$ cat src/rtl/fpu_pkg.sv
// Shared constants and enums for the FP32 divider: IEEE field codes,
// special-case classification and the divider control states.
package fpu_pkg;
  localparam int          EXP_BIAS = 127;
  localparam logic [7:0]  EXP_INF  = 8'hFF;
  localparam logic [7:0]  EXP_ZERO = 8'h00;
  localparam logic [31:0] QNAN     = 32'h7FC00000;

  typedef enum logic [1:0] {SPC_NONE, SPC_NAN, SPC_INF, SPC_ZERO} spc_e;
  typedef enum logic [1:0] {IDLE, DIV, RND, DONE} state_e;
endpackage

$ cat src/rtl/fpu_div_man_iter.sv
// Restoring mantissa divider: one quotient bit per step, remainder kept
// left-shifted so it never needs more than 25 bits.
module fpu_div_man_iter (
  input  logic        clk_i,
  input  logic        rst_i,
  input  logic        start_i,
  input  logic        step_i,
  input  logic [23:0] ma_i,
  input  logic [23:0] mb_i,
  output logic [25:0] q_o,
  output logic        rem_nz_o
);
  logic [24:0] rem_q, rem_d, diff;
  logic [23:0] mb_q;
  logic [25:0] q_q, q_d;
  logic        ge;

  always_comb begin
    ge    = (rem_q >= {1'b0, mb_q});
    diff  = rem_q - {1'b0, mb_q};
    // After a subtract (or a failed compare) the remainder is below mb,
    // so bit 24 is always zero before the shift.
    rem_d = ge ? {diff[23:0], 1'b0} : {rem_q[23:0], 1'b0};
    q_d   = {q_q[24:0], ge};
  end

  always_ff @(posedge clk_i or posedge rst_i) begin
    if (rst_i) begin
      rem_q <= '0;
      mb_q  <= '0;
      q_q   <= '0;
    end else if (start_i) begin
      rem_q <= {1'b0, ma_i};
      mb_q  <= mb_i;
      q_q   <= '0;
    end else if (step_i) begin
      rem_q <= rem_d;
      q_q   <= q_d;
    end
  end

  assign q_o      = q_q;
  assign rem_nz_o = |rem_q;
endmodule

$ cat src/rtl/fpu_div.sv
// Iterative FP32 divider: 26 restoring steps, then normalise/round, result
// held on a valid/ready output. Denormal inputs flush to zero.
module fpu_div
  import fpu_pkg::*;
#(
  parameter int SIZE_DATA = 32
) (
  input  logic                 i_clk,
  input  logic                 i_rst,
  input  logic                 i_valid,
  output logic                 o_ready,
  input  logic [SIZE_DATA-1:0] i_32_a,
  input  logic [SIZE_DATA-1:0] i_32_b,
  output logic                 o_valid,
  input  logic                 i_ready,
  output logic [SIZE_DATA-1:0] o_32_div,
  output state_e               o_state
);
  // Handshake: a transfer happens on any rising edge where valid and ready
  // are both high; o_valid/o_32_div stay stable until i_ready is seen.
  localparam int Q_BITS = 26;

  state_e            state_q;
  logic [4:0]        cnt_q;
  logic              sign_q, ready_q, valid_q;
  logic [7:0]        ea_q, eb_q;
  spc_e              spc_q, spc_d;
  logic [31:0]       res_q, res_d;
  logic              accept, rem_nz;
  logic [25:0]       q;
  logic [23:0]       man;
  logic [24:0]       man_r;
  logic              guard, sticky, inc;
  logic signed [9:0] e_base, e_norm, e_fin;
  logic              a_zero, b_zero, a_inf, b_inf, a_nan, b_nan;

  assign accept = (state_q == IDLE) && i_valid;

  always_comb begin
    a_zero = (i_32_a[30:23] == EXP_ZERO);
    b_zero = (i_32_b[30:23] == EXP_ZERO);
    a_inf  = (i_32_a[30:23] == EXP_INF) && (i_32_a[22:0] == 23'd0);
    b_inf  = (i_32_b[30:23] == EXP_INF) && (i_32_b[22:0] == 23'd0);
    a_nan  = (i_32_a[30:23] == EXP_INF) && (i_32_a[22:0] != 23'd0);
    b_nan  = (i_32_b[30:23] == EXP_INF) && (i_32_b[22:0] != 23'd0);
    spc_d  = SPC_NONE;
    if (a_nan || b_nan || (a_zero && b_zero) || (a_inf && b_inf)) spc_d = SPC_NAN;
    else if (a_inf || b_zero)                                      spc_d = SPC_INF;
    else if (a_zero || b_inf)                                      spc_d = SPC_ZERO;
  end

  // The hidden one is always set, so mb is never zero even for flushed inputs.
  fpu_div_man_iter u_iter (
    .clk_i    (i_clk),
    .rst_i    (i_rst),
    .start_i  (accept),
    .step_i   (state_q == DIV),
    .ma_i     ({1'b1, i_32_a[22:0]}),
    .mb_i     ({1'b1, i_32_b[22:0]}),
    .q_o      (q),
    .rem_nz_o (rem_nz)
  );

  always_comb begin
    e_base = $signed({2'b00, ea_q}) - $signed({2'b00, eb_q}) + 10'sd127;
    if (q[25]) begin
      man    = q[25:2];
      guard  = q[1];
      sticky = q[0] | rem_nz;
      e_norm = e_base;
    end else begin
      man    = q[24:1];
      guard  = q[0];
      sticky = rem_nz;
      e_norm = e_base - 10'sd1;
    end
    inc   = guard & (sticky | man[0]);
    man_r = {1'b0, man} + {24'd0, inc};
    // A carry-out leaves man_r[22:0] at zero, i.e. mantissa 1.0.
    e_fin = man_r[24] ? e_norm + 10'sd1 : e_norm;
    case (spc_q)
      SPC_NAN:  res_d = QNAN;
      SPC_INF:  res_d = {sign_q, EXP_INF, 23'd0};
      SPC_ZERO: res_d = {sign_q, EXP_ZERO, 23'd0};
      default: begin
        if (e_fin >= 10'sd255)   res_d = {sign_q, EXP_INF, 23'd0};
        else if (e_fin <= 10'sd0) res_d = {sign_q, EXP_ZERO, 23'd0};
        else                      res_d = {sign_q, e_fin[7:0], man_r[22:0]};
      end
    endcase
  end

  always_ff @(posedge i_clk or posedge i_rst) begin
    if (i_rst) begin
      state_q <= IDLE;
      cnt_q   <= '0;
      sign_q  <= 1'b0;
      ea_q    <= '0;
      eb_q    <= '0;
      spc_q   <= SPC_NONE;
      ready_q <= 1'b1;
      valid_q <= 1'b0;
      res_q   <= '0;
    end else begin
      case (state_q)
        IDLE: if (i_valid) begin
          sign_q  <= i_32_a[31] ^ i_32_b[31];
          ea_q    <= i_32_a[30:23];
          eb_q    <= i_32_b[30:23];
          spc_q   <= spc_d;
          cnt_q   <= 5'(Q_BITS - 1);
          ready_q <= 1'b0;
          state_q <= DIV;
        end
        DIV: begin
          if (cnt_q == 5'd0) state_q <= RND;
          else               cnt_q   <= cnt_q - 5'd1;
        end
        RND: begin
          res_q   <= res_d;
          valid_q <= 1'b1;
          state_q <= DONE;
        end
        DONE: if (i_ready) begin
          valid_q <= 1'b0;
          ready_q <= 1'b1;
          state_q <= IDLE;
        end
        default: state_q <= IDLE;
      endcase
    end
  end

  assign o_ready  = ready_q;
  assign o_valid  = valid_q;
  assign o_32_div = res_q;
  assign o_state  = state_q;
endmodule

$ cat config.mk
export PLATFORM = sky130hd
export DESIGN_NAME = fpu_div
export DESIGN_NICKNAME = d
export VERILOG_FILES = /design/src/rtl/fpu_pkg.sv /design/src/rtl/fpu_div_man_iter.sv /design/src/rtl/fpu_div.sv
export SDC_FILE = /design/constraint.sdc
export NUM_CORES = 1
export LEC_CHECK = 0
export BUFFER_PORTS_ARGS = -buffer_cell sky130_fd_sc_hd__buf_2
export CORE_AREA = 10 10 185 153
export CTS_CLUSTER_SIZE = 28
export DETAILED_ROUTE_END_ITERATION = 7
export DIE_AREA = 0 0 195 163
export PLACE_DENSITY = 0.59
export RECOVER_POWER = 100
export SLEW_MARGIN = 20
export SYNTH_ARGS = -nofsm -noshare
export SYNTH_HDL_FRONTEND = slang
export SYNTH_SLANG_ARGS = --single-unit
$ cat constraint.sdc
create_clock -name i_clk -period 12.2 [get_ports i_clk]
set_input_delay 2.44 -clock i_clk [delete_from_list [all_inputs] [get_ports i_clk]]
set_output_delay 2.44 -clock i_clk [all_outputs]
set_load 0.05 [all_outputs]
# Word level (Yosys, flattened, before mapping)
# Cells that the tools add are included.
[totals]
inputBits = 68
out_inout_bits = 36
regBits = 135
word_cells = 96
[classes]
bitwise_logic = 4
n_addsub = 7
n_eq_ne = 12
reduce_logical = 30
order_cmp = 3
muxes = 28
[op_table]
columns = ["operator", "n"]
rows = [
  ["32-bit one-hot mux with 3 select lines", 1],
  ["25-bit 2-to-1 mux", 3],
  ["31-bit 2-to-1 mux", 2],
  ["26-bit 2-to-1 mux", 2],
  ["23-bit zero test", 2],
  ["23-bit nonzero test", 2],
  ["24-bit by 1-bit adder with 25-bit output", 1],
  ["25-bit by 24-bit greater-or-equal comparator with 1-bit output", 1],
  ["25-bit OR reduction", 1],
  ["24-bit 2-to-1 mux", 1],
  ["24-bit subtractor", 1],
  ["10-bit 2-to-1 mux", 2],
  ["8-bit equality test, second input constant", 2],
  ["8-bit zero test", 2],
  ["2-bit 2-to-1 mux", 6],
  ["10-bit by 2-bit adder with 10-bit output, second input constant", 1],
  ["9-bit by 8-bit adder with 10-bit output, second input constant", 1],
  ["10-bit by 9-bit greater-or-equal comparator with 1-bit output, second input constant", 1],
  ["10-bit by 1-bit less-or-equal comparator with 1-bit output, second input constant", 1],
  ["5-bit 2-to-1 mux", 2],
  ["5-bit one-hot mux with 2 select lines", 1],
  ["10-bit by 2-bit subtractor with 10-bit output, second input constant", 1],
  ["3-bit AND reduction", 3],
  ["8-bit by 8-bit subtractor with 9-bit output", 1],
  ["other kinds (16)", 43],
]

# Depth between registers and ports, before layout
# Gate-level depths: netlist (run 1).
[logic_depth]
word_depth = 11
ltp_mapped = 20
mapped_depth_nobuf = 16

# By module
# A second synthesis (run 1) with hierarchy kept.
[hier_totals]
cells_unflattened = 1067
hier_area_um2 = 9611.7
[modules_own_cells]
columns = ["module", "seq_area_each_um2", "area_per_inst_um2", "n_inst", "cells_per_inst"]
rows = [
  ["fpu_div", 1502.7, 4978.5, 1, 544],
  ["fpu_div_man_iter", 1876.8, 4633.2, 1, 523],
]

# Worst setup path after synthesis (run 1)
# No wires, ideal clock.
[synth_timing]
path_type = "register -> register"
startpoint = "register u_iter.q_q[25], in the netlist u_iter.q_o[25]"
endpoint = "register res_q[16], in the netlist o_32_div[16]"
path_slack_ps = 7079
t_required_ps = 12105
t_arrival_ps = 5025
stages_incl_launch_ff = 20
n_path_buf = 7
period_less_slack_ps = 5121
setup_ps = 95
path_cell_list = "dfrtp_1 -> buf_4 -> buf_2 -> buf_1 -> buf_1 -> clkbuf_1 -> mux2_2 -> ha_1 -> and3_1 -> o21ai_2 -> or4_4 -> or4_1 -> buf_2 -> and4bb_2 -> nand3_2 -> nor4_1 -> a211oi_1 -> a2111o_1 -> buf_6 -> o32ai_2"
[synth_between]
elab_chain_len = 9
elab_cells_between_ends = 14
classes_between = "2 x add/sub; 2 x order compare; 8 x mux; 2 x bitwise"
[synth_lines]
columns = ["item", "line", "source"]
rows = [
  ["start: declaration", "fpu_div_man_iter.sv:15", "logic [25:0] q_q, q_d;"],
  ["start signal: assignment", "fpu_div_man_iter.sv:38", "q_q <= q_d;"],
  ["1-bit 2-to-1 mux / 24-bit 2-to-1 mux (equally long branches)", "fpu_div.sv:66", "if (q[25]) begin"],
  ["1-bit bitwise OR", "fpu_div.sv:77", "inc = guard & (sticky | man[0]);"],
  ["1-bit AND", "fpu_div.sv:77", ""],
  ["24-bit by 1-bit adder with 25-bit output", "fpu_div.sv:78", "man_r = {1'b0, man} + {24'd0, inc};"],
  ["10-bit 2-to-1 mux", "fpu_div.sv:80", "e_fin = man_r[24] ? e_norm + 10'sd1 : e_norm;"],
  ["10-bit by 1-bit less-or-equal comparator with 1-bit output", "fpu_div.sv:87", "else if (e_fin <= 10'sd0) res_d = {sign_q, EXP_ZERO, 23'd0};"],
  ["31-bit 2-to-1 mux", "fpu_div.sv:87", ""],
  ["31-bit 2-to-1 mux *", "fpu_div.sv:86", "if (e_fin >= 10'sd255) res_d = {sign_q, EXP_INF, 23'd0};"],
  ["32-bit one-hot mux with 3 select lines *", "fpu_div.sv:81", "case (spc_q)"],
  ["end signal: assignment", "fpu_div.sv:120", "res_q <= res_d;"],
  ["end: declaration", "fpu_div.sv:28", "logic [31:0] res_q, res_d;"],
]
# Every way passes the cells marked *; elsewhere a longest branch is shown, timed or not.
# A chain may end at the register's enable or synchronous reset.

==> results of run 1 <==
cell usage after synthesis, drive strengths merged, types with 22 or more instances:
library cell / n
nor3b: 22
a21oi: 70
dfrtp: 134
nor2: 88
inv: 71
o21ai: 96
mux2i: 46
xnor2: 29
ha: 47
xor2: 22
nand2: 111
clkbuf: 38
how the worst max path moves through the flow:
| stage | start | endpoint | cells past startpoint |
|---|---|---|---|
| after floorplan | i_rst | cnt_q[0]$_DFFE_PP0P_ | 1 |
| after global placement | ea_q[0]$_DFFE_PP0P_ | o_32_div[20]$_DFFE_PP0P_ | 15 |
| after detailed placement | ea_q[0]$_DFFE_PP0P_ | o_32_div[21]$_DFFE_PP0P_ | 15 |
| after CTS | ea_q[0]$_DFFE_PP0P_ | o_32_div[19]$_DFFE_PP0P_ | 15 |
| after global routing | i_rst | sign_q$_DFFE_PP0P_ | 3 |
| final | i_rst | spc_q[1]$_DFFE_PP0P_ | 3 |
layout make-up:
cell class | instances | share of cell area
multi-input cells | 811 | 0.505
flip-flops and latches | 135 | 0.322
repair buffers | 111 | 0.0486
clock buffers | 21 | 0.0430
well taps | 324 | 0.0387
inverters | 71 | 0.0255
clock inverters | 11 | 0.0166
tightest hold or removal path, cell delays in order, from the launching register on:
cell     delay [ns]
dfrtp_1        0.32
inv_1          0.05
nand2_1        0.05
sequential cells by signal, summed over array words and instances, names as in the netlist:
| register | cells |
|---|---|
| u_iter.mb_q | 24 |
| spc_q | 2 |
| cnt_q | 5 |
| o_32_div | 32 |
| o_ready | 1 |
| u_iter.q_o | 26 |
| sign_q | 1 |
| ea_q | 8 |
| u_iter.rem_q | 25 |
| eb_q | 8 |
| o_valid | 1 |
| o_state | 2 |
power by group through the flow:
stage | clock network [mW] | registers (mW) | logic, mW
detailed placement | 0 | 0.718 | 2.26
global route | 0.587 | 0.732 | 2.54
floorplan | 0 | 0.773 | 1.74
CTS | 0.564 | 0.711 | 2.27
global placement | 0 | 0.718 | 2.24
finish | 0.554 | 0.714 | 2.26
cells by family after synthesis:
| group | after synthesis | share of synthesized area |
|---|---|---|
| and+or+nand+nor | 373 | 0.206 |
| muxes | 50 | 0.0551 |
| adders and majority gates | 49 | 0.0684 |
| buffers and inverters | 126 | 0.0538 |
| AOI/OAI and AO/OA | 287 | 0.198 |
| DFF | 135 | 0.368 |
| xor gates and xnor gates | 52 | 0.0511 |
metal layers:
layer / track usage / wire [um]
met1: 0.223 / 12900
met2: 0.226 / 10600
met3: 0.0385 / 1130
met4: 0.0405 / 294
met5: 0 / 0
==> impl_metrics.ini, run 1 <==
[status]
outcome = finished, violations left
violations = max-capacitance violations, max-slew violations

[power_and_ir_drop]
combPwrFrac = 0.641
p_clk_frac = 0.157
pwr_density_cell_nw_per_um2 = 336
internal-power_mw = 1.83
p_total_mw = 3.53
power_switching_share = 0.481
ir_worst_vdd_uv = 146
p_switching_mw = 1.69
cellLeakagePower_nw = 4.52
pwr-share-seq = 0.202

[logic_synthesis]
synth_cells = 1072
ys_warn_count = 0
yosys-top-cells-area = dfrtp_1 (37%), ha_1 (6.4%), o21ai_0 (5.2%), mux2i_1 (5.0%), nand2_1 (4.5%)
ys_types = 79
synthFlopType = dfrtp_1
syn_nets = 1189
synthArstFlopShare = 1.00
ys_ff_latch = 135
synth_edf_count = 0
synth_area_um2 = 9180
ys_seq_area_frac = 0.368
yosys.area.top_type = dfrtp_1
synth.avg_cell_area_um2 = 8.56
synth_top_area_share = 0.365

[floorplanning]
die_area_um2 = 31800
initial_utilization = 0.371
design.core.area_um2 = 24700
die_x_um = 195
die_height_um = 163
pin_count = 104
rows = 52

[route]
drt-initial-drc-count = 583
finalWirelength_um = 24900
drt_pass1_iterations = 5
drc = 0
ant_nets = 0
vias = 7887
wl_per_cell_um = 16.8
vias_per_cell = 5.31

[run]
maxCapViolations = 4

[layout]
design_area_um2 = 10500
multiInputGateArea_um2 = 5300
final_cell_mix = dfrtp_1 (133), nand2_1 (110), o21ai_0 (95), nor2_1 (87)
n_antenna_cell = 0
utilization = 0.424
fillers = 2530
syn2layout_area_growth_pct = 14.2
nets = 1264
drive_gt1_frac = 0.105
final-seq-area_um2 = 3380
final_common_cell = dfrtp_1
layout.cells.non_filler = 1484

[worst_setup_path]
required_ns = 12.20
path_class = input pin to async pin
cp_slowest_stage_delay_ns = 2.23
r2r-end = o_32_div[21]$_DFFE_PP0P_
worstReg2RegStart = ea_q[0]$_DFFE_PP0P_
crit_buf_inv = 3
critical_path_arrival_ns = 6.75
critPathTopFamily = buffers and inverters
cp-start-kind = input pin
r2r_slack_ns = 7.18
crit_slowest_cell = clkinvlp_2
cp_max_fo = 91
r2r_cells = 15
endpoint_kind = async pin
path_cells = buf_2 > clkinvlp_2 > clkbuf_1

[sta]
worst_pin_slew_ns = 4.08
clock_skew_ns = 0.0137
setup_tns_ns = 0
setup_violations = 0
holdWs_ns = 0.452
slew-limit-headroom = -1.74
maxSlewViolCount = 278
min_period_ns = 6.75
hold_violations = 0
worst_slack_ns = 5.45
fmax_ghz = 0.148
fin_crit_sh = 0.554
rsz0062_at_grt = no

[min_path]
hp-start = u_iter.mb_q[23]$_DFFE_PP0P_
holdPathEnd = u_iter.mb_q[23]$_DFFE_PP0P_
hold_class = register to register
hold_depth = 2

[clocking]
cts_resized = 0
cts_root_buf = clkbuf_16
htreeDepth = 4
postCtsSetupBuffers = 0
clock-sinks = 135
clk-insertion-delay-late_ns = 0.43
cts_buffers = 17
clk_pin_slew_ns = 0.06
holdBufCountCts = 0
clockBufferDepth = 2
cts_tree = done

[global_routing]
grt_max_degree = 92
grt_antenna_before_repair = 0
grt_first_pass_wirelength_um = 40800
grt.total_usage = 0.155
overflow = 0
grt_pass1_vias = 7672

[place]
place_area_um2 = 9950
portBuffers = 103
gp_congestion = 0.863
dp_cells = 1452
dp_slack_ns = 7.13
dp_hpwl_um = 18300
Power figures use the tool's default switching activity.
==> run 2: changes to the inputs <==
--- a/config.mk
+++ b/config.mk
@@ -10,7 +10,7 @@
 export CTS_CLUSTER_SIZE = 28
 export DETAILED_ROUTE_END_ITERATION = 7
 export DIE_AREA = 0 0 195 163
-export PLACE_DENSITY = 0.59
+export PLACE_DENSITY = 0.61
 export RECOVER_POWER = 100
 export SLEW_MARGIN = 20
 export SYNTH_ARGS = -nofsm -noshare
==> constraint.sdc (replaced) <==
create_clock -name i_clk -period 5.5 [get_ports i_clk]
set_input_delay 1.1 -clock i_clk [delete_from_list [all_inputs] [get_ports i_clk]]
set_output_delay 1.1 -clock i_clk [all_outputs]
set_load 0.05 [all_outputs]
==> impl_metrics.ini, run 2 (synthesized netlist as in run 1, its figures left out) <==
[status]
outcome = finished, violations left
violations = max-capacitance violations, max-slew violations

[worst_setup_path]
r2r-end = o_32_div[19]$_DFFE_PP0P_
endpoint_kind = register
path_cells = inv_1 > ha_1 > inv_1 > fa_1 > inv_1 > ha_1 > or3b_2 > o21ai_0 > nor3b_1 > xor2_1 > or3_4 > o31ai_1 > nand2_1 > a2111o_1 > o32ai_1
path_class = register to register
r2r_slack_ns = 0.55
r2r_cells = 15
critical_path_arrival_ns = 5.27
cp-start-kind = register
worstReg2RegStart = ea_q[0]$_DFFE_PP0P_
cp_slowest_stage_delay_ns = 0.74
crit_top_cell = inv_1
required_ns = 5.82
crit_slowest_cell = a2111o_1
cp_max_fo = 23

[layout]
drive_gt1_frac = 0.107
nets = 1266
design_area_um2 = 10500
fillers = 2508
final_cell_mix = dfrtp_1 (133), nand2_1 (110), o21ai_0 (95), nor2_1 (87)
largest_register_ffs = 32
syn2layout_area_growth_pct = 14.4
utilization = 0.425
final_common_cell = dfrtp_1

[floorplanning]
die_x_um = 195
die_area_um2 = 31800
initial_utilization = 0.371
rows = 52
pin_count = 104
design.core.area_um2 = 24700
die_height_um = 163

[place]
gp_congestion = 0.887
portBuffers = 103
dp_hpwl_um = 18000
place_area_um2 = 9970
dp_slack_ns = 0.495

[route]
finalWirelength_um = 24600
wl_per_cell_um = 16.6
drt_pass1_iterations = 5
drt-initial-drc-count = 575
vias = 7950
vias_per_cell = 5.35
drc = 0
ant_nets = 0

[sta]
maxSlewViolCount = 278
clock_skew_ns = 0.0106
fmax_ghz = 0.202
min_period_ns = 4.95
holdWs_ns = 0.449
fin_crit_sh = 0.900
hold_violations = 0
setup_tns_ns = 0
setup_violations = 0
slew-limit-headroom = -1.06
worst_slack_ns = 0.549
rsz0062_at_grt = no
worst_pin_slew_ns = 3.09

[clocking]
postCtsSetupBuffers = 0
clock-sinks = 135
clk-insertion-delay-late_ns = 0.42
clockBufferDepth = 2
cts_tree = done
htreeDepth = 4
cts_buffers = 17
clk_pin_slew_ns = 0.06
cts_resized = 0
holdBufCountCts = 0
cts_root_buf = clkbuf_16

[power_and_ir_drop]
cellLeakagePower_nw = 4.54
pwr_density_cell_nw_per_um2 = 743
ir_worst_vdd_uv = 413

[run]
maxCapViolations = 4

[global_routing]
grt_pass1_vias = 7763
grt_antenna_before_repair = 2
overflow = 0
grt_max_degree = 109
grt_first_pass_wirelength_um = 40700
grt.total_usage = 0.155

[min_path]
hp-start = u_iter.mb_q[23]$_DFFE_PP0P_
hold_depth = 2
holdPathEnd = u_iter.mb_q[23]$_DFFE_PP0P_
hold_class = register to register
run 2: area by class of cell:
class                   count  area (um^2)  area share
multi-input cells         811         5300       0.504
clock inverters            10          144      0.0137
diodes                      1         2.50    0.000238
repair buffers            113          519      0.0494
inverters                  71          270      0.0257
clock buffers              22          484      0.0461
well taps                 324          405      0.0386
flip-flops and latches    135         3380       0.322
run 2: per-stage QoR:
stage,instances,power [mW]
finish,1487,7.80
global route,1487,8.56
CTS,1486,7.86
detailed placement,1454,6.59
global placement,1454,6.55
floorplan,1072,5.58
run 2: power by group:
group / total (mW) / leakage [nW] / internal, mW / switching, mW
Clock: 1.22 / 0.299 / 0.763 / 0.456
Sequential: 1.59 / 1.72 / 1.34 / 0.253
Combinational: 5.00 / 2.52 / 1.97 / 3.02
Total: 7.80 / 4.54 / 4.07 / 3.73
run 2: how the worst max path moves through the flow:
stage | start | end | slack [ns] | cells after the start
CTS | ea_q[0]$_DFFE_PP0P_ | o_32_div[20]$_DFFE_PP0P_ | 0.51 | 15
detailed placement | ea_q[0]$_DFFE_PP0P_ | o_32_div[20]$_DFFE_PP0P_ | 0.49 | 15
global placement | ea_q[0]$_DFFE_PP0P_ | o_32_div[20]$_DFFE_PP0P_ | 0.60 | 15
global route | ea_q[0]$_DFFE_PP0P_ | o_32_div[11]$_DFFE_PP0P_ | 0.07 | 15
finish | ea_q[0]$_DFFE_PP0P_ | o_32_div[19]$_DFFE_PP0P_ | 0.55 | 15
floorplan | u_iter.q_o[25]$_DFFE_PP0P_ | o_32_div[16]$_DFFE_PP0P_ | 0.38 | 19
run 2: worst max-delay path, delay by kind of cell (launching register included):
kind	cells	cell delay, ns
flops	1	0.36
simple gates	4	1.47
fa+ha+maj	3	0.97
xor+xnor	1	0.17
compound gates	4	1.70
buf+inv	3	0.20
run 2: routing by layer:
metal,vias up,global-route usage,share of wire
met5,-,0,0.00045
met3,14,0.0444,0.051
li1,3996,-,-
met2,143,0.233,0.43
met1,3795,0.217,0.51
met4,2,0.0326,0.0080
